File: src/rtl/mem_arb_pkg.sv
// rtl/mem_arb_pkg.sv - shared types and default widths for the unified-memory arbiter
package mem_arb_pkg;

    typedef enum logic [1:0] {
        IDLE  = 2'd0,
        ISSUE = 2'd1,
        WAIT  = 2'd2,
        DONE  = 2'd3
    } state_t;

    typedef enum logic {
        OWN_CPU = 1'b0,
        OWN_DMA = 1'b1
    } owner_t;

    localparam int DEF_AW      = 32;
    localparam int DEF_DW      = 32;
    localparam int DEF_MEM_LAT = 1;

    function automatic owner_t other_owner(input owner_t o);
        return (o == OWN_CPU) ? OWN_DMA : OWN_CPU;
    endfunction

endpackage

File: src/rtl/mem_arb_sel.sv
// rtl/mem_arb_sel.sv - grant select between CPU and DMA; MEM_ARB_RR_EN selects round-robin ties
module mem_arb_sel
    import mem_arb_pkg::*;
(
    input  logic cpu_req,
    input  logic dma_req,
    input  logic last_owner,
    output logic grant
);

`ifdef MEM_ARB_RR_EN
    // On a tie the requester that did not own the previous grant wins.
    always_comb begin
        if (cpu_req && dma_req) begin
            grant = other_owner(owner_t'(last_owner));
        end else if (dma_req) begin
            grant = OWN_DMA;
        end else begin
            grant = OWN_CPU;
        end
    end
`else
    logic unused_last_owner;
    assign unused_last_owner = last_owner;

    always_comb begin
        if (dma_req && !cpu_req) begin
            grant = OWN_DMA;
        end else begin
            grant = OWN_CPU;
        end
    end
`endif

endmodule

File: src/rtl/mem_arbiter.sv
// rtl/mem_arbiter.sv - one-access-at-a-time arbiter for the shared CPU/DMA memory; tie policy via MEM_ARB_RR_EN
module mem_arbiter
    import mem_arb_pkg::*;
#(
    parameter int AW      = DEF_AW,
    parameter int DW      = DEF_DW,
    parameter int MEM_LAT = DEF_MEM_LAT
) (
    input  logic          clk,
    input  logic          reset,
    input  logic          cpu_req,
    input  logic          cpu_we,
    input  logic [AW-1:0] cpu_addr,
    input  logic [DW-1:0] cpu_wdata,
    output logic [DW-1:0] cpu_rdata,
    output logic          cpu_ack,
    output logic          cpu_stall,
    input  logic          dma_req,
    input  logic          dma_we,
    input  logic [AW-1:0] dma_addr,
    input  logic [DW-1:0] dma_wdata,
    output logic [DW-1:0] dma_rdata,
    output logic          dma_ack,
    output logic          mem_en,
    output logic          mem_we,
    output logic [AW-1:0] mem_addr,
    output logic [DW-1:0] mem_wdata,
    input  logic [DW-1:0] mem_rdata,
    output logic          busy
);

    localparam int            CW       = $clog2(MEM_LAT + 1);
    localparam logic [CW-1:0] CNT_LOAD = CW'(MEM_LAT - 1);

    state_t        state;
    state_t        state_next;
    owner_t        owner;
    owner_t        last_owner;
    logic [CW-1:0] cnt;
    logic          grant;
    logic          sel_grant;
    logic          cnt_done;

    mem_arb_sel u_sel (
        .cpu_req    (cpu_req),
        .dma_req    (dma_req),
        .last_owner (last_owner),
        .grant      (sel_grant)
    );

    assign cnt_done = (cnt == '0);

    always_ff @(posedge clk or posedge reset) begin
        if (reset) begin
            state <= IDLE;
        end else begin
            state <= state_next;
        end
    end

    // Requests are only looked at in IDLE, so the owner's held req in DONE is never re-granted early.
    always_comb begin
        state_next = state;
        grant      = 1'b0;
        mem_en     = 1'b0;
        cpu_ack    = 1'b0;
        dma_ack    = 1'b0;
        busy       = (state != IDLE);
        case (state)
            IDLE: begin
                if (cpu_req || dma_req) begin
                    grant      = 1'b1;
                    state_next = ISSUE;
                end
            end
            ISSUE: begin
                mem_en     = 1'b1;
                state_next = WAIT;
            end
            WAIT: begin
                if (cnt_done) begin
                    state_next = DONE;
                end
            end
            DONE: begin
                cpu_ack    = (owner == OWN_CPU);
                dma_ack    = (owner == OWN_DMA);
                state_next = IDLE;
            end
            default: begin
                state_next = IDLE;
            end
        endcase
    end

    assign cpu_stall = cpu_req & ~cpu_ack;

    always_ff @(posedge clk or posedge reset) begin
        if (reset) begin
            owner      <= OWN_CPU;
            last_owner <= OWN_DMA;
            cnt        <= '0;
            mem_we     <= 1'b0;
            mem_addr   <= '0;
            mem_wdata  <= '0;
            cpu_rdata  <= '0;
            dma_rdata  <= '0;
        end else begin
            if (grant) begin
                owner      <= owner_t'(sel_grant);
                last_owner <= owner_t'(sel_grant);
                if (sel_grant == OWN_DMA) begin
                    mem_we    <= dma_we;
                    mem_addr  <= dma_addr;
                    mem_wdata <= dma_wdata;
                end else begin
                    mem_we    <= cpu_we;
                    mem_addr  <= cpu_addr;
                    mem_wdata <= cpu_wdata;
                end
            end

            if (state == ISSUE) begin
                cnt <= CNT_LOAD;
            end else if ((state == WAIT) && !cnt_done) begin
                cnt <= cnt - CW'(1);
            end

            // Writes leave the owner's read register untouched.
            if ((state == WAIT) && cnt_done && !mem_we) begin
                if (owner == OWN_CPU) begin
                    cpu_rdata <= mem_rdata;
                end else begin
                    dma_rdata <= mem_rdata;
                end
            end
        end
    end

endmodule
File: config.mk
export PLATFORM = sky130hd
export DESIGN_NAME = mem_arbiter
export DESIGN_NICKNAME = d
export VERILOG_FILES = /design/src/rtl/mem_arb_pkg.sv /design/src/rtl/mem_arb_sel.sv /design/src/rtl/mem_arbiter.sv
export SDC_FILE = /design/constraint.sdc
export NUM_CORES = 1
export LEC_CHECK = 0
export CORE_AREA = 5 5 123 125
export DETAILED_ROUTE_END_ITERATION = 8
export DIE_AREA = 0 0 128 130
export PLACE_DENSITY_LB_ADDON = 0.05
export RECOVER_POWER = 50
export SETUP_SLACK_MARGIN = 0.05
export SYNTH_ARGS = -nofsm -noshare
export SYNTH_HDL_FRONTEND = slang
export SYNTH_SLANG_ARGS = --single-unit
File: constraint.sdc
create_clock -name clk -period 8.5 [get_ports clk]
set_input_delay 2.125 -clock clk [delete_from_list [all_inputs] [get_ports clk]]
set_output_delay 2.125 -clock clk [all_outputs]
set_load 0.005 [all_outputs]
==> impl_metrics.yaml, run 1 <==
route:
  final_antenna_net_count: 0
  viasPerCell: 5.121
  drt-pass1-iter-count: 4
  route.vias.total: 5049
  drtIter0Drc: 296
  drt-total-wl_um: 18070
  avgRoutedWirePerCell_um: 18.33
  drc: 0
timing:
  period_minus_slack_ns: 5.825
  setup_ws_ns: 2.675
  hold_ws_ns: 0.4741
  fin_crit_sh_pct: 68.53
  hold_violations: 0
  skew_ns: 0.007310
  setup_violations: 0
  max_freq_ghz: 0.1717
  grt_setup_unrepaired: "false"
  worst_pin_slew_ns: 2.262
  relSlewSlack_pct: -51.61
  tns_ns: 0
  slew_viol_final: 50
clock_tree:
  hold_buffers: 0
  post_cts_buffers: 0
  htreeDepth: 4
  clockRootBuffer: "clkbuf_16"
  ctsResizeCount: 0
  worstSkewPairLatency_ns: 0.41
  numCtsBuffers: 17
  cts_buffer_depth: 2
  clkTransAtPathRegs_ns: 0.05
  cts.sinks: 133
  tritoncts: "built"
critical_path:
  cp_slowest_cell: "buf_2"
  startpoint_type: "input pin"
  critPathMaxStageDelay_ns: 0.84
  cp_cell_sequence: "buf_2 -> nor2b_1 -> clkdlybuf4s50_1"
  crit_fanout: 58
  crit_arrival_ns: 3.70
  critPathCaptureType: "output port"
  crit_type: "input pin to output port"
  cp_data_required_time_ns: 6.38
synth:
  ys.flop_type: "dfrtp_1"
  synth_top_area_share_pct: 58.60
  async_reset_ff_share_pct: 100.0
  yosysWarnings: 0
  synth_cell_types: 23
  avgSynthCellArea_um2: 11.14
  synthCells: 510
  synth_edf_count: 0
  yosys.area.top_type: "dfrtp_1"
  yosysMostFrequentCell: "nand3_1"
  syn_nets: 680
  ys_ff_latch: 133
  ys_seq_area_share_pct: 58.60
  synthTopCellsByArea: "dfrtp_1, nand3_1, mux2_2"
  yosys-top-cells-count: "nand3_1, dfrtp_1, nand2_1"
  netlist_area_um2: 5679
placed_design:
  dpl.hpwl_um: 13110
  portBuffers: 299
  routabilityCongestion: 0.7935
  place_area_um2: 8742
  place_ws_ns: 2.626
  dp_cells: 953
hold_path:
  hold_path.class: "register to register"
pwr:
  p_int_mw: 2.233
  switchingPower_mw: 1.003
  p_total_mw: 3.236
  p_sw_share_pct: 30.99
  p_seq_share_pct: 34.5
  powerDensity_nw_per_um2: 346.9
  leakage_nw: 4.048
  p_clk_share_pct: 22.5
  vdd_drop_max_mv: 0.1453
  combPwrFrac_pct: 43.0
grt:
  grt_util_all_layers_pct: 21.57
  grt_pass1_wl_um: 28020
  antenna_found_initial: 0
  overflow: 0
  grt_max_degree: 124
  grt_pass1_vias: 5379
floorplanning:
  fp.dieH_um: 130
  die_w_um: 128
  coreArea_um2: 13770
  ioPinCount: 300
  die_area_um2: 16640
  initial_core_util_pct: 41.23
  rows: 43
final_layout:
  fill_cells: 1090
  multi_input_area_um2: 2138
  syn_to_final_growth_pct: 64.24
  fin_cells: 986
  layout.nets: 962
  regArea_um2: 3328
  final_cell_area_um2: 9328
  drive_gt1_share_pct: 12.80
  utilization_pct: 67.72
status:
  violations: "capacitance limit, slew limit"
  status: "finished, violations left"
run:
  max_cap_violations: 1
state kept, by name, indices dropped and copies added, names as in the netlist:
signal and cells:
mem_we 1, dma_rdata 32, mem_addr 32, owner 1
cpu_rdata 32, cnt 1, mem_wdata 32, state 2
logic make-up (layout without fill, tap and decap cells):
group,Yosys count,after routing,share of synthesized area (%)
AND/OR/NAND/NOR,246,246,20.56
flip-flops,133,133,58.60
multiplexers,65,65,13.35
buffers and inverters,46,341,4.296
AO/OA/AOI/OAI,16,16,2.313
adder cells (fa/ha/maj),4,4,0.8813
other,0,1,0
power groups by stage:
stage	Clock (mW)	Combinational, mW	Sequential [mW]
finish	0.728	1.39	1.11
global placement	0	1.47	1.11
floorplan	0	0.610	1.14
global route	0.769	1.52	1.16
detailed placement	0	1.49	1.13
CTS	0.741	1.50	1.13
layout make-up:
cell class                      count  area share, %
Antenna cell                        1        0.02683
Clock inverter                     10          1.395
Sequential cell                   133          35.68
Multi-Input combinational cell    331          22.92
Inverter                            4         0.1744
Timing Repair Buffer              305          32.52
Tap cell                          180          2.414
Clock buffer                       22          4.869
layer usage:
metal | part of all wire, % | vias up | global-route usage (%) | wire, um
met4 | 2.4 | 0 | 8.427 | 439
met3 | 9.0 | 30 | 8.228 | 1629
li1 | - | 2358 | - | -
met5 | 0 | - | 0 | 0
met1 | 38 | 2446 | 24.62 | 6802
met2 | 51 | 215 | 36.78 | 9201
worst max-delay path: cells and delay by family:
| family | cells | cell delay [ns] |
|---|---|---|
| simple gates | 1 | 0.22 |
| buf+inv | 2 | 1.35 |
placed cells by master, fill, tap and decap left out, types with 2 or more instances in the layout:
master and instances:
bufinv_16 3, nor2b_1 2, clkbuf_1 4, dlygate4sd3_1 119, nand3_1 159, dfrtp_1 133, inv_1 3, clkinvlp_4 2
clkdlybuf4s50_1 179, nand2_1 77, and2_1 2, clkbuf_16 17, nor2_1 2, mux2_2 56, ha_1 3, clkinv_2 5
mux2_4 7, a32oi_1 12, mux2_1 2, buf_4 6
path summary, 6_finish.rpt:
path | start | to | slack [ns] | cells after the start
worst min-delay path | mem_addr[26] | mem_addr[26] | 0.47 | 2
max in group asynchronous | reset | cpu_rdata[13] | 3.85 | 3
worst min register to register | mem_addr[26] | mem_addr[26] | 0.47 | 2
worst max register to register | state[0] | mem_wdata[28] | 5.83 | 7
min in group asynchronous | reset | mem_addr[4] | 2.77 | 2
worst max-delay path | cpu_req | cpu_stall | 2.67 | 3
No activity file was read; power rests on OpenSTA's default activity.
==> inputs of run 2 (changes only) <==
Settings changed: CORE_AREA 5 5 123 125 to 5 5 132 134, DIE_AREA 0 0 128 130 to 0 0 137 139.
Clock period 8.5 ns to 4.8 ns, I/O delays scaled along.
==> impl_metrics.yaml, run 2 (synthesis gave the netlist of run 1 again) <==
status:
  status: "finished, violations left"
  violations: "capacitance limit, slew limit"
timing:
  hold_violations: 0
  relSlewSlack_pct: -34.72
  skew_ns: 0.008343
  fin_crit_sh_pct: 69.74
  setup_violations: 0
  grt_setup_unrepaired: "false"
  slew_viol_final: 107
  max_freq_ghz: 0.2987
  period_minus_slack_ns: 3.348
  worst_pin_slew_ns: 2.021
  tns_ns: 0
grt:
  overflow: 0
  antenna_found_initial: 0
  grt_pass1_vias: 5204
  grt_max_degree: 124
  grt_pass1_wl_um: 28290
  grt_util_all_layers_pct: 18.96
placed_design:
  routabilityCongestion: 0.8320
  dpl.hpwl_um: 13460
  portBuffers: 299
  place_area_um2: 8843
final_layout:
  final_common_cell: "clkdlybuf4s50_1"
  layout.nets: 967
  syn_to_final_growth_pct: 65.15
  drive_gt1_share_pct: 12.35
  layout_common_cells: "clkdlybuf4s50_1, nand3_1, dfrtp_1, nand2_1, mux2_2"
  utilization_pct: 58.00
  antenna_cells: 0
  final_cell_area_um2: 9379
clock_tree:
  ctsResizeCount: 0
  clockRootBuffer: "clkbuf_16"
  numCtsBuffers: 17
  cts.sinks: 133
  cts_buffer_depth: 2
  hold_buffers: 0
  clkTransAtPathRegs_ns: 0.06
  htreeDepth: 4
  post_cts_buffers: 0
  worstSkewPairLatency_ns: 0.41
  tritoncts: "built"
route:
  avgRoutedWirePerCell_um: 17.91
  final_antenna_net_count: 0
  drc: 0
  route.vias.total: 5014
  drt-pass1-iter-count: 4
  viasPerCell: 4.868
  drtIter0Drc: 200
  drt-total-wl_um: 18450
critical_path:
  startpoint_type: "input pin"
  crit_arrival_ns: 3.93
  critPathCaptureType: "asynchronous set/reset pin"
  critPathMaxStageDelay_ns: 1.12
  crit_fanout: 41
  crit_type: "input pin to asynchronous set/reset pin"
  cp_cell_sequence: "dlygate4sd3_1 -> clkinvlp_2 -> clkbuf_1 -> buf_4"
  cp_slowest_cell: "clkinvlp_2"
  cp_data_required_time_ns: 5.38
hold_path:
  hold_path.class: "register to register"
floorplanning:
  rows: 47
  fp.dieH_um: 139
  die_area_um2: 19040
  ioPinCount: 300
  coreArea_um2: 16170
  initial_core_util_pct: 35.12
  die_w_um: 137
run:
  max_cap_violations: 3
pwr:
  vdd_drop_max_mv: 0.2469
  powerDensity_nw_per_um2: 622.5
  leakage_nw: 3.977
-- run 2: worst max-delay path: cells and delay by family --
kind / cells / cell delay (ns)
buffers and inverters: 4 / 2.72
-- run 2: final timing paths --
path,from,to,slack (ns),depth (start not counted)
max,reset,cpu_rdata[8],1.45,4
min,mem_wdata[31],mem_wdata[31],0.47,2
max reg2reg,state[0],cpu_rdata[9],1.78,5
min reg2reg,mem_wdata[31],mem_wdata[31],0.47,2
max in group clk,cpu_req,cpu_stall,1.70,3
min in group asynchronous,reset,mem_addr[7],1.76,2
-- run 2: final cells by class --
type | instances | area, um2
clock buffers | 21 | 480.5
clock inverters | 11 | 122.6
fillers | 1390 | 6793
inverters | 4 | 16.27
multi-input cells | 331 | 2088
flip-flops and latches | 133 | 3328
well taps | 220 | 275.3
repair buffers | 310 | 3068
-- run 2: power by group --
part | total (mW) | internal [mW] | leakage [nW] | switching, mW
Clock | 1.30 | 0.820 | 0.288 | 0.484
Combinational | 2.55 | 1.53 | 2.07 | 1.02
Sequential | 1.98 | 1.68 | 1.62 | 0.298
-- run 2: metrics by stage --
stage | cells | setup slack [ns] | total power, mW | hold WS, ns
global placement | 998 | 1.646 | 4.600 | 0.4583
CTS | 1030 | 1.694 | 6.006 | 0.4759
finish | 1030 | 1.452 | 5.838 | 0.4725
global route | 1030 | 0.9398 | 6.213 | 0.5072
floorplan | 510 | 1.949 | 3.103 | 0.4699
detailed placement | 998 | 1.567 | 4.665 | 0.4617
-- run 2: metal layers --
metal / global-route usage [%] / vias up / share of wire [%]
met3: 6.023 / 30 / 7.8
met1: 22.82 / 2414 / 39
li1: - / 2361 / -
met2: 31.27 / 209 / 51
met4: 7.721 / 0 / 2.6
met5: 0 / - / 0
